<file path="src/rtl/cache_line_fill_ctrl_pkg.sv">
// Shared constants and state encoding for the I-cache line fill controller.
// Build option CACHE_CRITICAL_FIRST_EN is consumed by cache_line_fill_ctrl.
package cache_line_fill_ctrl_pkg;

  localparam int CACHE_LINES      = 32;
  localparam int CACHE_LINE_BYTES = 16;
  localparam int CACHE_OFF_W      = 9;

  typedef enum logic [1:0] {
    IDLE = 2'd0,
    FILL = 2'd1,
    DONE = 2'd2
  } fill_state_t;

endpackage

</file>
<file path="src/rtl/cache_line_fill_ctrl_one_hot_5_bit.sv">
// 5->32 one-hot tag decoder used to set a single line valid bit.
module one_hot_5_bit (
  input  logic [4:0]  sel,
  output logic [31:0] onehot
);

  assign onehot = 32'd1 << sel;

endmodule

</file>
<file path="src/rtl/cache_line_fill_ctrl.sv">
// I-cache line fill FSM and valid-bit store (32 lines x 16 bytes).
// CACHE_CRITICAL_FIRST_EN: start the fill at the missed byte and wrap.
module cache_line_fill_ctrl
  import cache_line_fill_ctrl_pkg::*;
#(
  parameter int LINE_BITS = 5,
  parameter int BYTE_BITS = 4
) (
  input  logic                           clk,
  input  logic                           reset,
  input  logic                           flush,
  input  logic                           lookup_valid,
  input  logic [LINE_BITS+BYTE_BITS-1:0] lookup_offset,
  output logic                           hit,
  output logic                           busy,
  output logic                           mem_req,
  output logic [LINE_BITS+BYTE_BITS-1:0] mem_addr,
  input  logic                           mem_ack,
  input  logic [7:0]                     mem_data,
  output logic                           cache_we,
  output logic [LINE_BITS+BYTE_BITS-1:0] cache_waddr,
  output logic [7:0]                     cache_wdata,
  output logic [(1<<LINE_BITS)-1:0]      line_valid,
  output logic                           fill_done
);

  localparam int OW = LINE_BITS + BYTE_BITS;
  localparam int NL = 1 << LINE_BITS;
  localparam int NB = 1 << BYTE_BITS;
  localparam logic [BYTE_BITS:0] LAST_ACK = (BYTE_BITS+1)'(NB - 1);

  fill_state_t state, state_nx;

  logic [LINE_BITS-1:0] fill_line, fill_line_nx;
  logic [BYTE_BITS-1:0] byte_cnt, byte_cnt_nx;
  logic [BYTE_BITS:0]   acks_left, acks_left_nx;
  logic [NL-1:0]        line_valid_nx;
  logic [NL-1:0]        line_sel;
  logic [BYTE_BITS-1:0] start_byte;
  logic                 miss;

  one_hot_5_bit u_dec (
    .sel    (fill_line),
    .onehot (line_sel)
  );

  assign hit  = lookup_valid
              & line_valid[lookup_offset[OW-1:BYTE_BITS]];
  assign miss = lookup_valid & ~hit & ~flush;
  assign busy = (state != IDLE);

`ifdef CACHE_CRITICAL_FIRST_EN
  assign start_byte = lookup_offset[BYTE_BITS-1:0];
`else
  assign start_byte = '0;
`endif

  always_ff @(posedge clk) begin
    if (reset) begin
      state      <= IDLE;
      fill_line  <= '0;
      byte_cnt   <= '0;
      acks_left  <= '0;
      line_valid <= '0;
    end else begin
      state      <= state_nx;
      fill_line  <= fill_line_nx;
      byte_cnt   <= byte_cnt_nx;
      acks_left  <= acks_left_nx;
      line_valid <= line_valid_nx;
    end
  end

  always_comb begin
    state_nx      = state;
    fill_line_nx  = fill_line;
    byte_cnt_nx   = byte_cnt;
    acks_left_nx  = acks_left;
    line_valid_nx = line_valid;
    mem_req       = 1'b0;
    mem_addr      = '0;
    cache_we      = 1'b0;
    cache_waddr   = '0;
    cache_wdata   = '0;
    fill_done     = 1'b0;
    unique case (state)
      IDLE: begin
        if (miss) begin
          fill_line_nx = lookup_offset[OW-1:BYTE_BITS];
          byte_cnt_nx  = start_byte;
          acks_left_nx = '0;
          state_nx     = FILL;
        end
      end
      FILL: begin
        mem_req  = 1'b1;
        mem_addr = {fill_line, byte_cnt};
        if (mem_ack) begin
          // a coincident flush still lets the byte land in RAM
          cache_we     = ~reset;
          cache_waddr  = {fill_line, byte_cnt};
          cache_wdata  = mem_data;
          byte_cnt_nx  = byte_cnt + 1'b1;
          acks_left_nx = acks_left + 1'b1;
          if (acks_left == LAST_ACK)
            state_nx = DONE;
        end
      end
      DONE: begin
        fill_done     = ~reset & ~flush;
        line_valid_nx = line_valid | line_sel;
        state_nx      = IDLE;
      end
      default: state_nx = IDLE;
    endcase
    if (flush) begin
      line_valid_nx = '0;
      state_nx      = IDLE;
    end
  end

endmodule

</file>
<file path="config.mk">
export PLATFORM = sky130hd
export DESIGN_NAME = cache_line_fill_ctrl
export DESIGN_NICKNAME = d
export VERILOG_FILES = /design/src/rtl/cache_line_fill_ctrl_pkg.sv /design/src/rtl/cache_line_fill_ctrl_one_hot_5_bit.sv /design/src/rtl/cache_line_fill_ctrl.sv
export SDC_FILE = /design/constraint.sdc
export NUM_CORES = 1
export LEC_CHECK = 0
export CAP_MARGIN = 30
export CORE_UTILIZATION = 48
export CTS_CLUSTER_SIZE = 40
export DETAILED_ROUTE_END_ITERATION = 16
export PLACE_DENSITY = 0.86
export REMOVE_ABC_BUFFERS = 1
export SYNTH_ARGS = -nofsm -noshare
export SYNTH_HDL_FRONTEND = slang
export SYNTH_SLANG_ARGS = --single-unit
</file>
<file path="constraint.sdc">
create_clock -name clk -period 4.9 [get_ports clk]
set_input_delay 0.98 -clock clk [delete_from_list [all_inputs] [get_ports clk]]
set_output_delay 0.98 -clock clk [all_outputs]
set_load 0.01 [all_outputs]
</file>
# After elaboration in Yosys (flattened, before gate mapping)
# Index checks and enable logic that the tools add are counted.
dict set report word_totals {
  ff_bits 48
  inputBits 22
  output_inout_bits 63
  word_cells 51
}
dict set report classes {
  add_sub_neg 2
  n_lt_le_gt_ge 1
  n_eq_ne 6
  n_shift 1
  mux 21
  n_bitwise 8
  n_reduce_logical 7
}
# operator count
set ops {}
lappend ops {{32-bit bitwise OR} 1}
lappend ops {{1-bit by 5-bit << shifter with 32-bit output, first input constant} 1}
lappend ops {{9-bit 2-to-1 mux} 3}
lappend ops {{8-bit 2-to-1 mux} 2}
lappend ops {{5-bit 2-to-1 mux} 2}
lappend ops {{5-bit case mux with 2 select lines} 1}
lappend ops {{4-bit 2-to-1 mux} 2}
lappend ops {{4-bit case mux with 2 select lines} 1}
lappend ops {{5-bit by 6-bit < comparator with 1-bit output, second input constant} 1}
lappend ops {{2-bit 2-to-1 mux} 3}
lappend ops {{2-bit inequality test, second input constant} 3}
lappend ops {{3-bit AND reduction} 2}
lappend ops {{5-bit by 1-bit adder with 5-bit output, second input constant} 1}
lappend ops {{1-bit binary-select mux with 5-bit select} 1}
lappend ops {{5-bit by 4-bit == test with 1-bit output, second input constant} 1}
lappend ops {{1-bit 2-to-1 mux} 5}
lappend ops {{4-bit by 1-bit adder with 4-bit output, second input constant} 1}
lappend ops {{1-bit bitwise AND} 4}
lappend ops {{2-bit case mux with 2 select lines} 1}
lappend ops {{2-bit nonzero test} 2}
lappend ops {{1-bit NOT} 3}
lappend ops {{2-bit by 1-bit == test with 1-bit output, second input constant} 1}
lappend ops {{2-bit == test, second input constant} 1}
lappend ops {{2-bit zero test} 1}
lappend ops {{2 further kinds} 2}

# Longest topological paths before layout
# Gate-level depths: netlist of run 1.
dict set report depth {
  depth_word 8
  depth_mapped 8
}

# Modules after synthesis
# From an unflattened synthesis of run 1, not the netlist that was laid out.
dict set report hier_totals {
  cells_unflattened 301
  area_unflattened_um2 2518.7
}
# mod n_inst cells_per_inst area_per_inst_um2 seq_area_each_um2
set modules_own_cells {}
lappend modules_own_cells {cache_line_fill_ctrl 1 254 2304.7 960.9}
lappend modules_own_cells {one_hot_5_bit 1 47 214.0 0.0}

# Least setup slack after synthesis of run 1
# OpenSTA, ideal clock, no wires.
dict set report synth_path {
  path_type {input -> output}
  start {in lookup_offset[5]}
  end {out hit}
  arrival_ns 2.271
  required_time_ns 3.920
  slack_ns 1.649
  cell_stages 6
  path_buffers 2
  cell_sequence {buf_6 > buf_12 > mux2i_1 > mux4_2 > a22oi_4 > and3_1}
}
dict set report synth_between {
  elab_chain_cells 3
}
# element line
set synth_lines {}
lappend synth_lines {{from (decl)} cache_line_fill_ctrl.sv:13} ;# input logic [LINE_BITS+BYTE_BITS-1:0] lookup_offset,
lappend synth_lines {{1-bit binary-select mux with 5-bit select} cache_line_fill_ctrl.sv:48} ;# & line_valid[lookup_offset[OW-1:BYTE_BITS]];
lappend synth_lines {{1-bit 2-to-1 mux (not written as such)} cache_line_fill_ctrl.sv:48}
lappend synth_lines {{1-bit bitwise AND} cache_line_fill_ctrl.sv:48}
lappend synth_lines {{to (decl)} cache_line_fill_ctrl.sv:14} ;# output logic hit,
# Every way passes these cells. The select of a mux whose other input is x is not followed.

# Worst setup path in the final report of run 1
# Ends and elaborated chain as after synthesis.

==> out/metrics.csv, run 1 <==
metric;value;unit
status;finished clean;
yosys-top-cells-area;dfxtp_1 (40%), mux2i_1 (9.2%), a21oi_1 (6.0%);
cap_violations;0;
synth.distinct_cells;31;
dieArea;0.00529;mm^2
cts.sink_count;48;
crit_path_end_kind;output port;
vias;2243;
grt.total_usage;23.5;%
die_x;72.7;um
numCtsBuffers;5;
p_leak;1.19;nW
ctsHoldBuffers;0;
gr-total-overflow;0;
dr.pass1.iters;4;
nets;366;
antenna_left;0;
yosysWarningCount;0;
synth-edff-count;0;
syn_inst;271;
rows;25;
cts-root-buf;clkbuf_8;
ctsResizeCount;0;
drc;0;
dp_hpwl;4190;um
tightest_slew;0.706;ns
fin_crit_sh;90.0;%
async_reset_ff_share;0;%
hold_viol;0;
setup_viol;0;
wl;5970;um
final_util;69.3;%
avgSynthCellArea;8.86;um^2
synth_ff_type;dfxtp_1;
clock_latency;0.29;ns
p_per_area;213;mW/mm^2
cts_tree;built;
finalSetupTns;0;ns
synth-seq-cells;48;
grt_pass1_wl;9650;um
path_max_fanout;17;
antenna_found_initial;0;
required;3.92;ns
critPathArrivalTime;3.43;ns
first_iter_violations;127;
fin_crit;4.41;ns
io_pins;85;
report.final.slew_viol_count;0;
coreArea;0.00475;mm^2
fmax;0.227;GHz
grt_max_degree;36;
clk_pin_slew;0.08;ns
seq_area_frac_synth;40.0;%
initial_core_util;50.5;%
antenna_cells;0;
netlist_area;0.00240;mm^2
layout-drive-gt1-share;6.14;%
rsz0062_at_grt;false;
ys_top_cells_by_count;dfxtp_1 (48), nor2_1 (38), a21oi_1 (29);
numPortBuffers;80;
synth_top_area_share;40.0;%
cp-start-kind;input pin;
synth_area_leader_cell;dfxtp_1;
finClkSkew;0.00580;ns
chipHeight;72.7;um
cts_setup_buffers;0;
htreeDepth;2;
place.gp.congestion;0.840;
routedWlPerCell;14.6;um
relSlewSlack;52.9;%
crit_type;input pin to output port;
area_growth;37.1;%
min_path_type;flop to flop;
grt_pass1_vias;1993;
vdd_drop_max;217;uV
yosysMostFrequentCell;dfxtp_1;
via_per_inst;5.48;
cts_buffer_depth;2;
[routing by layer]
metal / GRT usage, % / up-vias / share of wire [%]
met3: 4.83 / 8 / 7.9
met2: 38.1 / 94 / 47
li1: - / 1096 / -
met1: 30.4 / 1045 / 44
met4: 9.80 / 0 / 1.2
met5: 0 / - / 0
[registers in the layout, summed over array words and instances, names as in the netlist]
name / count
line_valid: 32
acks_left: 5
state: 2
byte_cnt: 4
fill_line: 5
[where the power goes]
part / internal [mW] / leakage [nW] / switching [mW] / total, mW
Clock: 0.115 / 0.0455 / 0.121 / 0.236
Sequential: 0.392 / 0.387 / 0.00681 / 0.399
Combinational: 0.0318 / 0.760 / 0.0329 / 0.0648
Total: 0.539 / 1.19 / 0.161 / 0.700
[worst paths after layout]
check,slack [ns],cells after the start,to,startpoint
hold reg to reg,0.51,2,line_valid[31],line_valid[31]
hold / removal,0.51,2,line_valid[31],line_valid[31]
setup reg to reg,2.88,4,fill_line[4],state[0]
setup / recovery,0.49,7,hit,lookup_offset[5]
[through the flow]
stage	total power, mW	area [um^2]	hold slack (ns)	worst slack [ns]	std cells
final	0.700	3290	0.507	0.490	409
after global routing	0.731	3290	0.527	0.402	409
after floorplan	0.435	2300	0.472	1.89	251
after CTS	0.707	3290	0.508	0.506	409
after detailed placement	0.473	3200	0.484	0.504	401
after global placement	0.472	3200	0.479	0.542	401
[layout by cell type (no fill, tap or decap), types with 5 or more instances in the layout]
cell type        instances
a31oi_1                  8
dfxtp_1                 48
and2_1                  12
a21oi_1                 29
nand2b_1                10
nor2_1                  38
clkdlybuf4s50_1         80
nor2b_1                  9
clkbuf_8                 6
nand3b_1                 9
mux2i_1                 22
nand2_1                  5
and3_1                  19
[area by class of cell]
class	instances	area, um^2
clock buffers	8	90.1
multi-input cells	200	1320
repair buffers	83	823
fillers	393	1460
flip-flops and latches	48	961
inverters	3	11.3
well taps	67	83.8
[logic make-up after synthesis]
logic type | Yosys count | share of synthesized area, %
buf+inv | 23 | 4.90
simple gates | 120 | 27.4
flops | 48 | 40.0
mux | 26 | 12.9
fa+ha+maj | 3 | 1.56
compound gates | 51 | 13.2
[critical path, stage by stage]
cell and delay [ns]:
clkdlybuf4s50_1 0.46, buf_4 0.28, mux2i_1 0.14, mux4_2 0.49, a22oi_2 0.32, and3_1 0.22
clkdlybuf4s50_1 0.53
No activity file was read; power rests on OpenSTA's default activity.
==> run 2, diff against run 1 <==
Settings changed: PLACE_DENSITY 0.86 to 0.85.
==> out/metrics.csv, run 2 (same netlist as run 1, synthesis figures left out) <==
metric;value;unit
hold_viol;0;
largest_reg_flops;32;
critPathTopFamily;buffers and inverters;
grt_pass1_wl;9950;um
finClkSkew;0.00437;ns
use_met1;32.4;%
relSlewSlack;53.8;%
tightest_slew;0.692;ns
final_cell_mix;clkdlybuf4s50_1 (80), dfxtp_1 (48), nor2_1 (38);
cp_slowest_cell;clkdlybuf4s50_1;
placed_cells;401;
numCtsBuffers;5;
fin_crit_sh;90.2;%
min_path_type;flop to flop;
dpl_cell_area;0.00320;mm^2
p_leak;1.20;nW
finalSetupTns;0;ns
final_common_cell;clkdlybuf4s50_1;
antenna_cells;0;
place.gp.congestion;0.835;
first_iter_violations;126;
area_growth;37.2;%
fin_crit;4.42;ns
clock_latency;0.30;ns
crit_buf_inv;3;
p_total;0.704;mW
numPortBuffers;80;
dieArea;0.00529;mm^2
required;3.92;ns
layout-drive-gt1-share;6.73;%
rows;25;
io_pins;85;
report.final.slew_viol_count;0;
stdcell_area;0.00330;mm^2
grt_busiest_layer;met2;
cts_buffer_depth;2;
cts_tree;built;
drc;0;
critPathArrivalTime;3.44;ns
cts.sink_count;48;
coreArea;0.00475;mm^2
grt_max_degree;36;
final_util;69.3;%
vdd_drop_max;150;uV
grt_pass1_vias;2022;
cap_violations;0;
grt_use_met2;37.8;%
via_per_inst;5.56;
antenna_found_initial;0;
crit_type;input pin to output port;
slowest_delay;0.53;ns
wl;6240;um
htreeDepth;2;
cp-start-kind;input pin;
vias;2272;
pre_cts_slack;0.469;ns
critPathMostFrequentCell;clkdlybuf4s50_1;
largest-register;line_valid;
clk_pin_slew;0.08;ns
dr.pass1.iters;4;
nets;366;
fmax;0.226;GHz
gr-total-overflow;0;
initial_core_util;50.5;%
chipHeight;72.7;um
ctsHoldBuffers;0;
fin_worst_hold_slack;0.504;ns
setup_ws;0.481;ns
status;finished clean;
crit_path_end_kind;output port;
cts_setup_buffers;0;
grt.total_usage;24.6;%
die_x;72.7;um
ctsResizeCount;0;
r2r_slack;2.89;ns
cts-root-buf;clkbuf_8;
path_max_fanout;17;
routedWlPerCell;15.2;um
setup_viol;0;
dp_hpwl;4410;um
rsz0062_at_grt;false;
use_met3;5.94;%
reg.largest.list;line_valid: 32 flops, acks_left: 5 flops, fill_line: 5 flops;
p_per_area;214;mW/mm^2
crit_chain;clkdlybuf4s50_1, buf_4, mux2i_1, mux4_2, a22oi_2, and3_1, clkdlybuf4s50_1;
fin_cells;409;
antenna_left;0;
## run 2: final timing paths
kind / startpoint / to / depth (start not counted)
max: lookup_offset[5] / hit / 7
min: line_valid[11] / line_valid[11] / 2
max reg2reg: state[0] / acks_left[4] / 4
min reg2reg: line_valid[11] / line_valid[11] / 2
## run 2: area by class of cell
cell class	instances	area, um^2
timing repair buffer	83	823
clock inverter	2	10.0
sequential	48	961
multi-input combinational	200	1320
tap	67	83.8
inverter	3	11.3
fill	402	1460
clock buffer	6	82.6
## run 2: power by group
part / switching, mW / internal, mW / leakage, nW
combinational: 0.0329 / 0.0319 / 0.760
sequential: 0.00676 / 0.392 / 0.387
clock: 0.128 / 0.113 / 0.0510
## run 2: worst min-delay path, stage by stage (launching register included)
cell and delay (ns):
dfxtp_1 0.35, a31oi_1 0.05, nor2_1 0.07
## run 2: metal layers
metal	up-vias	routed length [um]
met2	108	2900
met5	-	0
met4	0	153
met3	14	485
met1	1056	2700
li1	1094	-
==> run 3, diff against run 2 <==
--- a/config.mk
+++ b/config.mk
@@ -10,5 +10,5 @@
 export CTS_CLUSTER_SIZE = 40
 export DETAILED_ROUTE_END_ITERATION = 16
-export PLACE_DENSITY = 0.85
+export PLACE_DENSITY = 0.91
 export REMOVE_ABC_BUFFERS = 1
 export SYNTH_ARGS = -nofsm -noshare
==> constraint.sdc (replaced) <==
create_clock -name clk -period 4.9 [get_ports clk]
set_input_delay 0.98 -clock clk [delete_from_list [all_inputs] [get_ports clk]]
set_output_delay 0.98 -clock clk [all_outputs]
set_load 0.02 [all_outputs]
==> out/metrics.csv, run 3 (same netlist as run 1, synthesis figures left out) <==
metric;value;unit
routedWlPerCell;14.7;um
critPathMostFrequentCell;clkdlybuf4s50_1;
first_iter_violations;138;
power_frac_seq;56.8;%
ctsHoldBuffers;0;
grt_busiest_layer;met2;
gr-total-overflow;0;
die_x;72.7;um
crit_buf_inv;3;
chipHeight;72.7;um
use_met1;27.6;%
via_per_inst;5.53;
combPwrFrac;9.5;%
multi_input_area;0.00132;mm^2
vias;2261;
cts_setup_buffers;0;
fin_crit_sh;93.5;%
ctsResizeCount;0;
grt_pass1_wl;9380;um
numCtsBuffers;5;
wl;6010;um
cts-root-buf;clkbuf_8;
tightest_slew;0.684;ns
antenna_cells;0;
rsz0062_at_grt;false;
use_met3;5.11;%
reg.largest.list;line_valid: 32 flops, acks_left: 5 flops, fill_line: 5 flops;
p_per_area;213;mW/mm^2
cap_violations;0;
dieArea;0.00529;mm^2
vdd_drop_max;188;uV
area_growth;37.1;%
cp-start-kind;input pin;
switching_share;23.2;%
layout-drive-gt1-share;6.14;%
fillers;395;
critPathTopFamily;buffers and inverters;
final_cell_mix;clkdlybuf4s50_1 (80), dfxtp_1 (48), nor2_1 (38);
cts.sink_count;48;
crit_path_end_kind;output port;
cts_tree;built;
final_common_cell;clkdlybuf4s50_1;
io_pins;85;
grt.total_usage;22.6;%
p_leak;1.19;nW
path_max_fanout;13;
crit_type;input pin to output port;
dr.pass1.iters;5;
critPathArrivalTime;3.60;ns
largest_reg_flops;32;
status;finished clean;
grt_use_met2;39.4;%
cts_buffer_depth;2;
place.gp.congestion;0.843;
rows;25;
setup_viol;0;
report.final.slew_viol_count;0;
nets;366;
p_total;0.702;mW
clk_pin_slew;0.08;ns
clock_latency;0.30;ns
coreArea;0.00475;mm^2
min_path_type;flop to flop;
antenna_left;0;
required;3.92;ns
finClkSkew;0.00493;ns
relSlewSlack;54.3;%
seq_area;961;um^2
grt_max_degree;36;
p_int;0.540;mW
switching_power;0.163;mW
largest-register;line_valid;
initial_core_util;50.5;%
clkPwrFrac;33.7;%
cp_slowest_cell;clkdlybuf4s50_1;
fmax;0.218;GHz
hold_viol;0;
fin_crit;4.58;ns
numPortBuffers;80;
antenna_found_initial;0;
slowest_delay;0.63;ns
drc;0;
grt_pass1_vias;2052;
dp_hpwl;4270;um
crit_chain;clkdlybuf4s50_1, buf_4, mux2i_1, mux4_2, a22oi_2, and3_1, clkdlybuf4s50_1;
finalSetupTns;0;ns
htreeDepth;2;
## run 3: changes by cell type in the layout (fill, tap and decap cells not counted)
cell      delta
clkinv_2     -2
clkbuf_1     +2
## run 3: path summary, 6_finish.rpt
| path | from | to | slack, ns | depth (start not counted) |
|---|---|---|---|---|
| worst max-delay path | lookup_offset[5] | hit | 0.32 | 7 |
| worst min-delay path | line_valid[9] | line_valid[9] | 0.50 | 2 |
| worst max register to register | state[1] | acks_left[2] | 2.69 | 6 |
| worst min register to register | line_valid[9] | line_valid[9] | 0.50 | 2 |
## run 3: per-layer routing
metal / vias up / part of all wire, %
met5: - / 0
met4: 0 / 0.98
met3: 6 / 9.4
met2: 113 / 48
met1: 1047 / 41
li1: 1095 / -
## run 3: cell type report
cell class,count,area share (%)
multi-input cells,200,40.2
flip-flops and latches,48,29.2
repair buffers,83,25.0
clock buffers,8,2.74
well taps,67,2.55
inverters,3,0.342
## run 3: stage by stage
step	instance area [um^2]	cells	utilization (%)	hold WS [ns]	setup slack, ns
after global routing	3290	409	69.3	0.538	0.204
after CTS	3290	409	69.3	0.498	0.323
after detailed placement	3200	401	67.4	0.477	0.334
after global placement	3200	401	67.4	0.481	0.365
final	3290	409	69.3	0.499	0.321
after floorplan	2300	251	-	0.472	1.82
## run 3: worst min-delay path, cell delays in order, from the launching register on
cell	delay [ns]
dfxtp_1	0.35
a21oi_1	0.05
nor2_1	0.07
## run 3: power groups by stage
stage | registers (mW) | clock network [mW] | logic (mW)
2_1_floorplan | 0.406 | 0 | 0.0312
3_3_place_gp | 0.408 | 0 | 0.0654
3_5_place_dp | 0.408 | 0 | 0.0669
4_1_cts | 0.399 | 0.242 | 0.0672
5_1_grt | 0.400 | 0.257 | 0.0716
6_report | 0.399 | 0.237 | 0.0668
